## src/rtl/d_e_register.sv

```systemverilog
// Decode->Execute pipeline register: bubble insertion and Tnew ageing.
// Define DE_BUBBLE_STATS_EN to add bubble_cnt / stall_run counters.
module d_e_register #(
   parameter int TNEW_W    = 2,
   parameter int ALUCTRL_W = 4
) (
   input  logic                 clk,
   input  logic                 reset,
   input  logic                 stall,
   input  logic                 flush,
   input  logic                 RegWriteD,
   input  logic [1:0]           MemtoRegD,
   input  logic                 MemWriteD,
   input  logic [ALUCTRL_W-1:0] ALUControlD,
   input  logic                 ALUSrcD,
   input  logic [1:0]           RegDstD,
   input  logic [31:0]          RD1D,
   input  logic [31:0]          RD2D,
   input  logic [4:0]           RsD,
   input  logic [4:0]           RtD,
   input  logic [4:0]           RdD,
   input  logic [31:0]          ext_immD,
   input  logic [31:0]          PC_4D,
   input  logic [TNEW_W-1:0]    TnewD,
   output logic                 RegWriteE,
   output logic [1:0]           MemtoRegE,
   output logic                 MemWriteE,
   output logic [ALUCTRL_W-1:0] ALUControlE,
   output logic                 ALUSrcE,
   output logic [1:0]           RegDstE,
   output logic [31:0]          RD1E,
   output logic [31:0]          RD2E,
   output logic [4:0]           RsE,
   output logic [4:0]           RtE,
   output logic [4:0]           RdE,
   output logic [31:0]          ext_immE,
   output logic [31:0]          PC_4E,
   output logic [TNEW_W-1:0]    TnewE,
   output logic                 ValidE
`ifdef DE_BUBBLE_STATS_EN
   ,
   output logic [31:0]          bubble_cnt,
   output logic [7:0]           stall_run
`endif
);

   logic                 bubble;
   logic [TNEW_W-1:0]    tnew_aged;

   logic                 reg_write_d,   reg_write_q;
   logic [1:0]           memto_reg_d,   memto_reg_q;
   logic                 mem_write_d,   mem_write_q;
   logic [ALUCTRL_W-1:0] alu_ctrl_d,    alu_ctrl_q;
   logic                 alu_src_d,     alu_src_q;
   logic [1:0]           reg_dst_d,     reg_dst_q;
   logic [31:0]          rd1_d,         rd1_q;
   logic [31:0]          rd2_d,         rd2_q;
   logic [4:0]           rs_d,          rs_q;
   logic [4:0]           rt_d,          rt_q;
   logic [4:0]           rd_d,          rd_q;
   logic [31:0]          imm_d,         imm_q;
   logic [31:0]          pc4_d,         pc4_q;
   logic [TNEW_W-1:0]    tnew_d,        tnew_q;
   logic                 valid_d,       valid_q;

   assign bubble    = stall | flush;
   // Saturating age: a result already available stays at 0.
   assign tnew_aged = (TnewD == '0) ? '0
                                    : TnewD - TNEW_W'(1);

   always_comb begin
      reg_write_d = 1'b0;
      memto_reg_d = '0;
      mem_write_d = 1'b0;
      alu_ctrl_d  = '0;
      alu_src_d   = 1'b0;
      reg_dst_d   = '0;
      rd1_d       = '0;
      rd2_d       = '0;
      rs_d        = '0;
      rt_d        = '0;
      rd_d        = '0;
      imm_d       = '0;
      pc4_d       = '0;
      tnew_d      = '0;
      valid_d     = 1'b0;
      if (!bubble) begin
         reg_write_d = RegWriteD;
         memto_reg_d = MemtoRegD;
         mem_write_d = MemWriteD;
         alu_ctrl_d  = ALUControlD;
         alu_src_d   = ALUSrcD;
         reg_dst_d   = RegDstD;
         rd1_d       = RD1D;
         rd2_d       = RD2D;
         rs_d        = RsD;
         rt_d        = RtD;
         rd_d        = RdD;
         imm_d       = ext_immD;
         pc4_d       = PC_4D;
         tnew_d      = tnew_aged;
         valid_d     = 1'b1;
      end
   end

`ifdef DE_BUBBLE_STATS_EN
   logic [31:0] bubble_cnt_d, bubble_cnt_q;
   logic [7:0]  stall_run_d,  stall_run_q;

   assign bubble_cnt_d = bubble ? bubble_cnt_q + 32'd1
                                : bubble_cnt_q;
   assign stall_run_d  = !stall ? 8'd0 :
                         (stall_run_q == 8'hFF) ? 8'hFF
                                                : stall_run_q + 8'd1;
   assign bubble_cnt   = bubble_cnt_q;
   assign stall_run    = stall_run_q;
`endif

   always_ff @(posedge clk or posedge reset) begin
      if (reset) begin
         reg_write_q <= 1'b0;
         memto_reg_q <= '0;
         mem_write_q <= 1'b0;
         alu_ctrl_q  <= '0;
         alu_src_q   <= 1'b0;
         reg_dst_q   <= '0;
         rd1_q       <= '0;
         rd2_q       <= '0;
         rs_q        <= '0;
         rt_q        <= '0;
         rd_q        <= '0;
         imm_q       <= '0;
         pc4_q       <= '0;
         tnew_q      <= '0;
         valid_q     <= 1'b0;
`ifdef DE_BUBBLE_STATS_EN
         bubble_cnt_q <= '0;
         stall_run_q  <= '0;
`endif
      end else begin
         reg_write_q <= reg_write_d;
         memto_reg_q <= memto_reg_d;
         mem_write_q <= mem_write_d;
         alu_ctrl_q  <= alu_ctrl_d;
         alu_src_q   <= alu_src_d;
         reg_dst_q   <= reg_dst_d;
         rd1_q       <= rd1_d;
         rd2_q       <= rd2_d;
         rs_q        <= rs_d;
         rt_q        <= rt_d;
         rd_q        <= rd_d;
         imm_q       <= imm_d;
         pc4_q       <= pc4_d;
         tnew_q      <= tnew_d;
         valid_q     <= valid_d;
`ifdef DE_BUBBLE_STATS_EN
         bubble_cnt_q <= bubble_cnt_d;
         stall_run_q  <= stall_run_d;
`endif
      end
   end

   assign RegWriteE   = reg_write_q;
   assign MemtoRegE   = memto_reg_q;
   assign MemWriteE   = mem_write_q;
   assign ALUControlE = alu_ctrl_q;
   assign ALUSrcE     = alu_src_q;
   assign RegDstE     = reg_dst_q;
   assign RD1E        = rd1_q;
   assign RD2E        = rd2_q;
   assign RsE         = rs_q;
   assign RtE         = rt_q;
   assign RdE         = rd_q;
   assign ext_immE    = imm_q;
   assign PC_4E       = pc4_q;
   assign TnewE       = tnew_q;
   assign ValidE      = valid_q;

endmodule
```

## config.mk

```make
export PLATFORM = sky130hd
export DESIGN_NAME = d_e_register
export DESIGN_NICKNAME = d
export VERILOG_FILES = /design/src/rtl/d_e_register.sv
export SDC_FILE = /design/constraint.sdc
export NUM_CORES = 1
export LEC_CHECK = 0
export ABC_AREA = 1
export BUFFER_PORTS_ARGS = -buffer_cell sky130_fd_sc_hd__buf_2
export CAP_MARGIN = 40
export CORE_MARGIN = 8
export CORE_UTILIZATION = 43
export DETAILED_ROUTE_END_ITERATION = 10
export PLACE_DENSITY = 0.8
export SLEW_MARGIN = 10
export SYNTH_ARGS = -nofsm -noshare
export SYNTH_HDL_FRONTEND = slang
export SYNTH_SLANG_ARGS = --single-unit
export TNS_END_PERCENT = 5
```

## constraint.sdc

```tcl
create_clock -name clk -period 6.6 [get_ports clk]
set_clock_uncertainty 0.1 [all_clocks]
set_input_delay 0.66 -clock clk [delete_from_list [all_inputs] [get_ports clk]]
set_output_delay 0.66 -clock clk [all_outputs]
set_load 0.05 [all_outputs]
```

==> results of run 1 <==
registers in the layout, indices dropped and copies added (netlist names), 2 cells and up:
signal	count
PC_4E	32
MemtoRegE	2
RsE	5
RdE	5
RtE	5
ALUControlE	4
ext_immE	32
RD2E	32
RegDstE	2
RD1E	32
TnewE	2
synth_stat cells:
cell type | instances | area, um^2
sky130_fd_sc_hd__nand2_1 | 2 | 7.51
sky130_fd_sc_hd__buf_6 | 12 | 135
sky130_fd_sc_hd__inv_1 | 157 | 589
sky130_fd_sc_hd__nor2_1 | 156 | 586
sky130_fd_sc_hd__nand2_2 | 1 | 6.26
sky130_fd_sc_hd__buf_2 | 2 | 10.0
sky130_fd_sc_hd__buf_4 | 3 | 22.5
sky130_fd_sc_hd__dfrtp_1 | 157 | 3930
sky130_fd_sc_hd__inv_2 | 2 | 7.51
metal layers:
layer | vias to the layer above | global-route usage [%] | part of all wire, %
met3 | 21 | 8.63 | 11
met4 | 0 | 7.21 | 1.7
li1 | 1959 | - | -
met1 | 1771 | 16.8 | 34
met2 | 191 | 32.2 | 53
met5 | - | 0 | 0
worst min path at each step:
| stage | from | endpoint | slack, ns |
|---|---|---|---|
| global route | reset | PC_4E[22] | 0.27 |
| global placement | reset | PC_4E[22] | 0.70 |
| floorplan | ALUControlD[0] | ALUControlE[0] | 0.67 |
| finish | reset | PC_4E[22] | 0.23 |
| detailed placement | reset | ALUControlE[0] | 0.70 |
| CTS | reset | PC_4E[22] | 0.25 |
cells by family (layout without fill, tap and decap cells):
group,Yosys count,after routing
flops,157,157
buf+inv,176,510
simple gates,159,159
cell type report:
cell class | instances | share of cell area, %
well taps | 147 | 2.44
inverters | 159 | 7.99
clock buffers | 22 | 6.30
flip-flops and latches | 157 | 52.2
repair buffers | 319 | 21.6
clock inverters | 10 | 1.51
multi-input cells | 159 | 8.02
report_power, final:
group	internal, W	leakage [nW]	total (W)	switching, W
clock	0.000585	0.278	0.000950	0.000365
sequential	0.000999	2.11	0.00101	0.00000883
combinational	0.0000756	2.65	0.000296	0.000220
total	0.00166	5.04	0.00225	0.000594
per-stage QoR:
step | std cells | hold slack (ns)
4_1_cts | 973 | 0.255
3_3_place_gp | 940 | 0.695
6_report | 973 | 0.231
3_5_place_dp | 941 | 0.703
2_1_floorplan | 492 | 0.666
5_1_grt | 973 | 0.273
==> results_dict.tcl, run 1 <==
set metrics [dict create \
    cts_setup_buffers 0 \
    totalWireLength_mm 14.4 \
    report.final.setup_viol 0 \
    power_density_nw_per_um2 299 \
    start_kind "input port" \
    main_combinational_cell_family_by_area_after_synthesis "buffers and inverters" \
    yosys_warnings 0 \
    overflow 0 \
    critical_path.cell_chain "buf_2 -> inv_2 -> nand2_4 -> buf_4 -> nor2_1" \
    worst-path-max-fanout 90 \
    cell_area_after_placement_um2 6940 \
    cp_slowest_stage_delay_ns 0.80 \
    drv.max_cap_violation_count 0 \
    insertedDiodeCount 0 \
    grt_first_pass_wirelength_mm 21.8 \
    fin_ws_ns 4.47 \
    max_slew.worst_pin.slew_ns 0.856 \
    synth.yosys.seq_area_share_pct 74.2 \
    final_cell_mix "sky130_fd_sc_hd__buf_2 (316), sky130_fd_sc_hd__dfrtp_1 (157), sky130_fd_sc_hd__inv_1 (156), sky130_fd_sc_hd__nor2_1 (156), sky130_fd_sc_hd__clkbuf_16 (17)" \
    clk_pin_slew_ns 0.06 \
    antenna_found_initial 0 \
    timing.critical_path.buf_inv 3 \
    fin_crit_sh_pct 32.2 \
    regArea_um2 3930 \
    max-slew-margin-rel_pct 42.9 \
    syn_area_per_cell_um2 10.8 \
    dr.pass1.iters 4 \
    critical-path-slowest-cell "sky130_fd_sc_hd__buf_4" \
    multiInputGateArea_um2 604 \
    syn-cell-area_um2 5290 \
    ctsHtreeMaxLevel 4 \
    effective_utilization_at_floorplan_pct 44.1 \
    drive_above_1_share_pct 42.7 \
    max-clock-path-buffers 2 \
    final_common_cell "sky130_fd_sc_hd__buf_2" \
    post-place-ws_ns 4.04 \
    cts_hold_buf 0 \
    cpLargestDelayFamily "buffers and inverters" \
    core_area_um2 12000 \
    grt_pass1_vias 4258 \
    ys_types 9 \
    slew_viol_final 0 \
    crit_end "RD1E[5]" \
    fill_cells 975 \
    grt_setup_unrepaired "false" \
    route.antenna.remaining_nets 0 \
    synth_compound_area_share_pct 0 \
    boundaryPins 317 \
    period_needed_ns 2.13 \
    cts_sinks 157 \
    cp.depth 5 \
    setup.worst_path.end_class "register" \
    post_synth_mux_area_share_pct 0 \
    routedWlPerCell_um 14.8 \
    criticalPathCategory "in -> reg" \
    via_count 3942 \
    dp_hpwl_mm 11.1 \
    die_width_um 127 \
    cts-resized-gates 0 \
    grt.total_usage_pct 17.8 \
    post_synth_fa_ha_maj_area_fraction_pct 0 \
    initialDrtViolationCount 226 \
    static-leakage-power_nw 5.04 \
    fmaxAchievable_mhz 470 \
    remaining_drc_errors 0 \
    worstHoldPathType "in -> async" \
    final_design_area_no_fill_um2 7530 \
    cp_data_required_time_ns 6.74 \
    critPathArrivalTime_ns 2.27 \
    largest_net_degree_at_the_start_of_global_routing 91 \
    finalWeightedCongestion 0.796 \
    synth-seq-cells 157 \
    vdd.ir_drop.worst_mv 0.222 \
    synth.net_count 652 \
    instance_count_of_the_mapped_netlist 492 \
    synth-xor-area-share_pct 0 \
    critical_path.startpoint "flush" \
    postLayoutCoreUtil_pct 62.7 \
    cts_root_buf "sky130_fd_sc_hd__clkbuf_16" \
    floorplan.die_area_um2 16100 \
    drt-vias-per-instance 4.05 \
    cts_inserted_buffers 17 \
    report.power.total_w 0.00225 \
    layout_nets 973 \
    hold_viol 0 \
    floorplan.rows 40 \
    io_buffer_count 316 \
    fin_tns_setup_ns 0 \
    synth_simple_gate_area_share_pct 11.3 \
    layout-area-overhead-vs-synth_pct 42.3 \
    tritoncts "yes" \
    die_h_um 127 \
    outcome "completed" \
]
Power figures use the tool's default switching activity.
==> run 2: changes to the inputs <==
--- a/config.mk
+++ b/config.mk
@@ -9,9 +9,9 @@
 export BUFFER_PORTS_ARGS = -buffer_cell sky130_fd_sc_hd__buf_2
 export CAP_MARGIN = 40
 export CORE_MARGIN = 8
-export CORE_UTILIZATION = 43
+export CORE_UTILIZATION = 39
 export DETAILED_ROUTE_END_ITERATION = 10
-export PLACE_DENSITY = 0.8
+export PLACE_DENSITY = 0.76
 export SLEW_MARGIN = 10
 export SYNTH_ARGS = -nofsm -noshare
 export SYNTH_HDL_FRONTEND = slang
==> constraint.sdc (replaced) <==
create_clock -name clk -period 1.9 [get_ports clk]
set_clock_uncertainty 0.1 [all_clocks]
set_input_delay 0.19 -clock clk [delete_from_list [all_inputs] [get_ports clk]]
set_output_delay 0.19 -clock clk [all_outputs]
set_load 0.05 [all_outputs]
==> run 2 against run 1 <==
Effect of this change: worst setup slack got worse by 3.9 ns; largest power group unchanged; utilization up 6.7 points; highest routed layer unchanged; largest cell class unchanged; die area increased by 8.9%; wire length is 28% higher; count of clock-buffer cells in the layout down 1; non-clock buffer count rose by 159; sequential share of layout area down 9.4 points; sequential cell count did not move.
==> results_dict.tcl, run 2 (synthesized netlist as in run 1, its figures left out) <==
set metrics [dict create \
    timing.critical_path.buf_inv 4 \
    fin_crit_sh_pct 72.3 \
    drt-vias-per-instance 4.17 \
    worstHoldPathType "in -> reg" \
    report.final.setup_viol 0 \
    post-place-ws_ns 0.682 \
    criticalPathCategory "in -> reg" \
    power.sequential.fraction_pct 42.6 \
    final_cell_mix "sky130_fd_sc_hd__buf_2 (316), sky130_fd_sc_hd__dlygate4sd3_1 (158), sky130_fd_sc_hd__dfrtp_1 (157)" \
    largest_net_degree_at_the_start_of_global_routing 104 \
    die_width_um 132 \
    p_clk_share_pct 41.4 \
    boundaryPins 317 \
    fill_cells 868 \
    power.combinational.fraction_pct 16.0 \
    cts_sinks 157 \
    cts_root_buf "sky130_fd_sc_hd__clkbuf_16" \
    vdd.ir_drop.worst_mv 0.580 \
    max_slew.worst_pin.slew_ns 0.554 \
    period_needed_ns 1.37 \
    antenna_found_initial 3 \
    dp_hpwl_mm 11.2 \
    totalWireLength_mm 18.4 \
    switching_share_pct 26.2 \
    floorplan.die_area_um2 17600 \
    final.hold.worst_slack_ns 0.245 \
    finalWeightedCongestion 0.779 \
    route.top_layer_used "met4" \
    grt_first_pass_wirelength_mm 28.6 \
    power_density_nw_per_um2 897 \
    remaining_drc_errors 0 \
    p_switching_w 0.00216 \
    critical_path.cell_chain "dlygate4sd3_1 -> buf_2 -> inv_1 -> nand2_1 -> dlygate4sd3_1 -> nor2_1" \
    initialDrtViolationCount 200 \
    grt.total_usage_pct 20.8 \
    routedWlPerCell_um 15.8 \
    route.antenna.remaining_nets 0 \
    critical-path-slowest-cell "sky130_fd_sc_hd__dlygate4sd3_1" \
    final_common_cell "sky130_fd_sc_hd__buf_2" \
    tritoncts "yes" \
    setup.worst_path.end_class "register" \
    die_h_um 132 \
    final_design_area_no_fill_um2 9190 \
    cp_slowest_stage_delay_ns 0.55 \
    postLayoutCoreUtil_pct 69.4 \
    total_internal_power_w 0.00608 \
    layout_nets 1132 \
    worst-path-max-fanout 2 \
    wl_met2_mm 9.59 \
    fin_ws_ns 0.527 \
    cell_area_after_placement_um2 7000 \
    overflow 0 \
    floorplan.rows 42 \
    cts-resized-gates 0 \
    max-slew-margin-rel_pct 63.1 \
    outcome "completed" \
    route.layer.met1.wl_mm 6.49 \
    hold_startpoint "flush" \
    drive_above_1_share_pct 35.9 \
    drv.max_cap_violation_count 0 \
    core_area_um2 13200 \
    max-clock-path-buffers 2 \
    grt_setup_unrepaired "false" \
    critical_path.startpoint "TnewD[0]" \
    layout-area-overhead-vs-synth_pct 73.6 \
    cts_setup_buffers 0 \
    hold_viol 0 \
    grt_pass1_vias 5442 \
    slew_viol_final 0 \
    cp_data_required_time_ns 2.13 \
    start_kind "input port" \
    cpLargestDelayFamily "buffers and inverters" \
    ctsHtreeMaxLevel 4 \
    critPathArrivalTime_ns 1.61 \
    total_length_of_routed_met3_wires_mm 1.60 \
    fin_tns_setup_ns 0 \
    dr.pass1.iters 4 \
    effective_utilization_at_floorplan_pct 40.0 \
    clk_pin_slew_ns 0.06 \
    via_count 4851 \
    crit_path_frequent_cell "sky130_fd_sc_hd__dlygate4sd3_1" \
    static-leakage-power_nw 5.72 \
    io_buffer_count 316 \
    fmaxAchievable_mhz 728 \
    cts_inserted_buffers 17 \
]
-- run 2: layout make-up --
type,instances,area [um^2],share of cell area (%)
timing repair buffer,478,3230,35.2
sequential,157,3930,42.8
tap,176,220,2.40
inverter,159,601,6.54
antenna,3,7.51,0.0817
multi-input combinational,159,604,6.58
clock inverter,10,138,1.50
clock buffer,21,460,5.01
-- run 2: worst paths after layout --
check	endpoint	slack, ns	cells after the start
max	TnewE[0]	0.53	6
min in group asynchronous	RD2E[14]	0.36	4
min	ValidE	0.24	5
max in group asynchronous	PC_4E[26]	0.86	4
-- run 2: per-layer routing --
metal  vias to the layer above  global-route usage (%)
met1                      2306                    20.3
li1                       2276                       -
met4                         0                    11.0
met5                         -                       0
met2                       222                    37.0
met3                        47                    8.29
-- run 2: what timing repair did --
action / 4_1_cts / 5_1_grt
hold buffers: 158 / 0
endpoints found under the hold margin: 313 / 0
endpoints found under the setup margin: 0 / 0
-- run 2: power groups by stage --
stage | Sequential, W | Clock, W | Combinational (W)
6_report | 0.00351 | 0.00341 | 0.00132
5_1_grt | 0.00351 | 0.00363 | 0.00140
3_3_place_gp | 0.00355 | 0 | 0.00104
3_5_place_dp | 0.00356 | 0 | 0.00105
2_1_floorplan | 0.00403 | 0 | 0.000227
4_1_cts | 0.00350 | 0.00346 | 0.00131
-- run 2: through the flow --
stage / instances / total power [W]
6_report: 1163 / 0.00824
2_1_floorplan: 492 / 0.00426
3_3_place_gp: 971 / 0.00459
4_1_cts: 1160 / 0.00827
5_1_grt: 1163 / 0.00854
3_5_place_dp: 971 / 0.00461
